### config.mk
export PLATFORM = sky130hd
export DESIGN_NAME = store_unit
export DESIGN_NICKNAME = d
export VERILOG_FILES = /design/src/rtl/store_unit.sv
export SDC_FILE = /design/constraint.sdc
export NUM_CORES = 1
export LEC_CHECK = 0
export BUFFER_PORTS_ARGS = -buffer_cell sky130_fd_sc_hd__buf_4
export CAP_MARGIN = 20
export CORE_UTILIZATION = 52
export CTS_CLUSTER_SIZE = 30
export DETAILED_ROUTE_END_ITERATION = 12
export PLACE_DENSITY_LB_ADDON = 0.05
export SYNTH_ARGS = -nofsm -noshare
export SYNTH_HDL_FRONTEND = slang
export SYNTH_SLANG_ARGS = --single-unit
### constraint.sdc
create_clock -name clk -period 6.4 [get_ports clk]
set_clock_uncertainty 0.1 [all_clocks]
set_input_delay 0.64 -clock clk [delete_from_list [all_inputs] [get_ports clk]]
set_output_delay 0.64 -clock clk [all_outputs]
set_load 0.01 [all_outputs]
### src/rtl/store_unit.sv
// Store unit: formats SB/SH/SW stores and queues them in an in-order write buffer that drains to data RAM.
// Latency: the first write is issued one cycle after the accept edge; a pop per cycle while mem_ack_i stays high.
// Backpressure: stall_o rises when the buffer holds DEPTH entries; the RAM holds a write until mem_ack_i.
module store_unit #(
    parameter int         DEPTH = 2,
    parameter logic [4:0] STYPE = 5'b01000
) (
    input  logic        clk,
    input  logic        reset,
    input  logic        valid_i,
    input  logic [4:0]  itype_i,
    input  logic [31:0] ir_i,
    input  logic [31:0] y_in,
    input  logic [31:0] pass_in,
    output logic        stall_o,
    output logic        misalign_o,
    output logic        empty_o,
    output logic        mem_we_o,
    output logic [31:0] mem_addr_o,
    output logic [31:0] mem_wdata_o,
    output logic [3:0]  mem_be_o,
    input  logic        mem_ack_i
);

    localparam int PW = $clog2(DEPTH);
    localparam int CW = $clog2(DEPTH + 1);

    localparam logic [2:0] SB3 = 3'b000;
    localparam logic [2:0] SH3 = 3'b001;
    localparam logic [2:0] SW3 = 3'b010;

    typedef enum logic {IDLE, WRITE} state_t;

    state_t          state, state_nxt;
    logic [CW-1:0]   count, count_nxt;
    logic [PW-1:0]   rd_ptr, wr_ptr;
    logic            misalign_q;

    logic [31:0]     addr_mem  [DEPTH];
    logic [31:0]     wdata_mem [DEPTH];
    logic [3:0]      be_mem    [DEPTH];

    logic [2:0]      funct3;
    logic            legal, misal, is_store, push, pop;
    logic [31:0]     fmt_wdata;
    logic [3:0]      fmt_be;

    wire unused_ir = &{1'b0, ir_i[31:15], ir_i[11:0]};

    assign funct3 = ir_i[14:12];

    always_comb begin
        legal     = 1'b0;
        misal     = 1'b0;
        fmt_wdata = '0;
        fmt_be    = '0;
        case (funct3)
            SB3: begin
                legal     = 1'b1;
                fmt_wdata = {4{pass_in[7:0]}};
                fmt_be    = 4'b0001 << y_in[1:0];
            end
            SH3: begin
                legal     = 1'b1;
                misal     = y_in[0];
                fmt_wdata = {2{pass_in[15:0]}};
                fmt_be    = y_in[1] ? 4'b1100 : 4'b0011;
            end
            SW3: begin
                legal     = 1'b1;
                misal     = |y_in[1:0];
                fmt_wdata = pass_in;
                fmt_be    = 4'b1111;
            end
            default: ;
        endcase
    end

    // A stalled request is held by the pipeline, so it is neither accepted nor flagged.
    assign is_store  = valid_i && (itype_i == STYPE) && !stall_o;
    assign push      = is_store && legal && !misal;
    assign pop       = (state == WRITE) && mem_ack_i;
    assign count_nxt = count + CW'(push) - CW'(pop);

    always_ff @(posedge clk or posedge reset) begin
        if (reset) begin
            count      <= '0;
            rd_ptr     <= '0;
            wr_ptr     <= '0;
            state      <= IDLE;
            misalign_q <= 1'b0;
        end else begin
            count      <= count_nxt;
            state      <= state_nxt;
            misalign_q <= is_store && legal && misal;
            if (push) wr_ptr <= wr_ptr + 1'b1;
            if (pop)  rd_ptr <= rd_ptr + 1'b1;
        end
    end

    always_ff @(posedge clk) begin
        if (push) begin
            addr_mem[wr_ptr]  <= {y_in[31:2], 2'b00};
            wdata_mem[wr_ptr] <= fmt_wdata;
            be_mem[wr_ptr]    <= fmt_be;
        end
    end

    always_comb begin
        state_nxt = state;
        case (state)
            IDLE:    if (count != '0) state_nxt = WRITE;
            WRITE:   if (pop && (count_nxt == '0)) state_nxt = IDLE;
            default: state_nxt = IDLE;
        endcase
    end

    // Outputs decode from the state register so reset drops mem_we_o without a clock edge.
    assign mem_we_o    = (state == WRITE);
    assign mem_addr_o  = mem_we_o ? addr_mem[rd_ptr]  : 32'h0;
    assign mem_wdata_o = mem_we_o ? wdata_mem[rd_ptr] : 32'h0;
    assign mem_be_o    = mem_we_o ? be_mem[rd_ptr]    : 4'h0;
    assign stall_o     = (count == CW'(DEPTH));
    assign empty_o     = (count == '0) && (state == IDLE);
    assign misalign_o  = misalign_q;

endmodule

==> flow_summary.json <==
{
  "outcome": "finished clean",
  "h-tree-depth": 4,
  "post_cts_resized": 0,
  "first_iter_violations": 175,
  "post_cts_buffers": 0,
  "critPathLaunchType": "input port",
  "finalPower_mw": 3.063,
  "period_needed_ns": 3.212,
  "layout_common_cells": "buf_4 (147), edfxtp_1 (132), nor2b_1 (77)",
  "cts_tree": "yes",
  "cp-end-kind": "register",
  "cts_made_buffers": 17,
  "p_leak_nw": 3.103,
  "yosysUniqueCellTypes": 26,
  "setup_slack_ns": 3.188,
  "cts-root-buf": "clkbuf_16",
  "layout.nets": 665,
  "pre_cts_ws_ns": 2.775,
  "syn_inst": 418,
  "cp_max_fo": 41,
  "antenna_found_initial": 0,
  "rsz0062_at_grt": "false",
  "postCtsHoldBufs": 0,
  "synth_area_per_cell_um2": 14.48,
  "grt_first_pass_wirelength_um": 17570,
  "start_util": 0.5322,
  "cap_violations": 0,
  "maxSlewViolCount": 0,
  "clock_path_buffers": 2,
  "powerDensity_mw_per_mm2": 391.8,
  "overflow": 0,
  "dp_hpwl_um": 7247,
  "grt.total_usage": 0.2003,
  "yosysSeqAreaShare": 0.6799,
  "setup_viol": 0,
  "fin_crit_sh": 0.5019,
  "max_freq_mhz": 311.3,
  "cp.required_ns": 6.34,
  "synth_area_leaders": "edfxtp_1 (66%), mux2i_1 (12%), nor2b_1 (8.2%)",
  "drc": 0,
  "clk_latency_ns": 0.41,
  "fillCellCount": 808,
  "die_h_um": 109.9,
  "syn_area_mm2": 0.006051,
  "yosysTopAreaCellShare": 0.6551,
  "grt_use_met1": 0.2682,
  "path_clk_slew_ns": 0.06,
  "first_pass_iters": 5,
  "layout-drive-gt1-share": 0.3240,
  "synth_compound_area_frac": 0.03060,
  "synth_xor_area_frac": 0.005790,
  "tightest_slew_ns": 1.008,
  "yosysWarnings": 0,
  "grt_busiest_layer": "met2",
  "arrival_ns": 3.16,
  "yosysTopAreaCell": "edfxtp_1",
  "vias": 3658,
  "io_buffers": 145,
  "rows": 39,
  "yosys.area_share.adder": 0.004136,
  "synthMuxAreaShare": 0.1224,
  "use_met2": 0.3098,
  "core_mm2": 0.01137,
  "setup_tns_ns": 0,
  "wl_um": 11760,
  "critPathKind": "input port to register",
  "ys_ff_latch": 138,
  "die_w_um": 109.9,
  "vdd_ir_drop_max_v": 0.0002196,
  "slew_headroom": 0.3280,
  "antenna_cells": 0,
  "grt_max_degree": 70,
  "drtAntennaViolNets": 0,
  "routedWlPerCell_um": 16.46,
  "holdWs_ns": 0.04479,
  "areaGrowthSynthToFinish_pct": 29.22,
  "fp.dieArea_mm2": 0.01207,
  "rrSetupSlack_ns": 3.52,
  "synth-async-reset-ratio": 0.04348,
  "synth_top_family_by_area": "simple AND/OR/NAND/NOR gates",
  "first_global_vias": 3459,
  "synth-simple-area-share": 0.1266,
  "hold_violations": 0,
  "ios": 177,
  "cts_num_sinks": 138,
  "hold_class": "input port to asynchronous set/reset pin",
  "final_common_cell": "buf_4",
  "met3_usage": 0.05868,
  "via_per_inst": 5.123,
  "gp_congestion": 0.7902,
  "synth-edff-count": 132,
  "synth_ff_type": "edfxtp_1"
}
## metal layers
layer / part of all wire / wire length, um / up-vias
met4: 0.0065 / 76 / 0
met3: 0.068 / 795 / 7
li1: - / - / 1766
met1: 0.45 / 5271 / 1732
met5: 0 / 0 / -
met2: 0.48 / 5611 / 153
## sequential cells by signal, indices dropped and copies added (netlist names)
signal,cells
wdata_mem,64
wr_ptr,1
count,2
misalign_o,1
be_mem,8
mem_we_o,1
addr_mem,60
rd_ptr,1
## final cells by class
class | count | area [um^2] | area share
multi-input combinational | 248 | 1772 | 0.2266
sequential | 138 | 4119 | 0.5268
clock buffer | 18 | 429.2 | 0.05489
inverter | 6 | 22.52 | 0.002880
tap | 143 | 178.9 | 0.02288
clock inverter | 14 | 193.9 | 0.02480
timing repair buffer | 147 | 1104 | 0.1411
## power breakdown
part	switching, mW	internal [mW]
clock	0.369	0.653
combinational	0.416	0.527
sequential	0.0880	1.01
## worst max-delay path, cell delays in order
cell,delay [ns]
buf_4,0.19
a21oi_2,0.46
nand4b_1,0.26
a21oi_4,0.22
nor2b_4,0.71
buf_4,0.61
## through the flow
step / cells / utilization / instance area (um^2)
finish: 714 / 0.6877 / 7819
global route: 714 / 0.6877 / 7819
CTS: 714 / 0.6877 / 7819
detailed placement: 682 / 0.6329 / 7196
global placement: 682 / 0.6329 / 7196
floorplan: 419 / - / 6055
## path summary, 6_finish.rpt
| kind | cells past startpoint | to | startpoint |
|---|---|---|---|
| max | 6 | wdata_mem[0][2] | ir_i[13] |
| min | 2 | rd_ptr | reset |
| max reg2reg | 5 | wdata_mem[0][2] | count[1] |
| min reg2reg | 1 | count[1] | count[1] |
| max in group asynchronous | 2 | rd_ptr | reset |
| min in group clk | 1 | addr_mem[1][9] | y_in[11] |
## kinds of logic after synthesis
group,after synthesis
XOR/XNOR,4
multiplexers,74
flip-flops,138
other,1
adder cells (fa/ha/maj),2
buffers and inverters,33
AO/OA/AOI/OAI,31
AND/OR/NAND/NOR,135
## Yosys cell counts, types with 4 or more instances
library cell,number
dfrtp_1,6
clkbuf_1,12
nor2_1,14
a21oi_1,26
nor2b_1,79
buf_4,8
and2_1,9
mux2i_1,74
inv_1,6
buf_2,4
or2_1,9
edfxtp_1,132
nand2_1,19
Note: power is estimated with default switching activity, not from simulation.
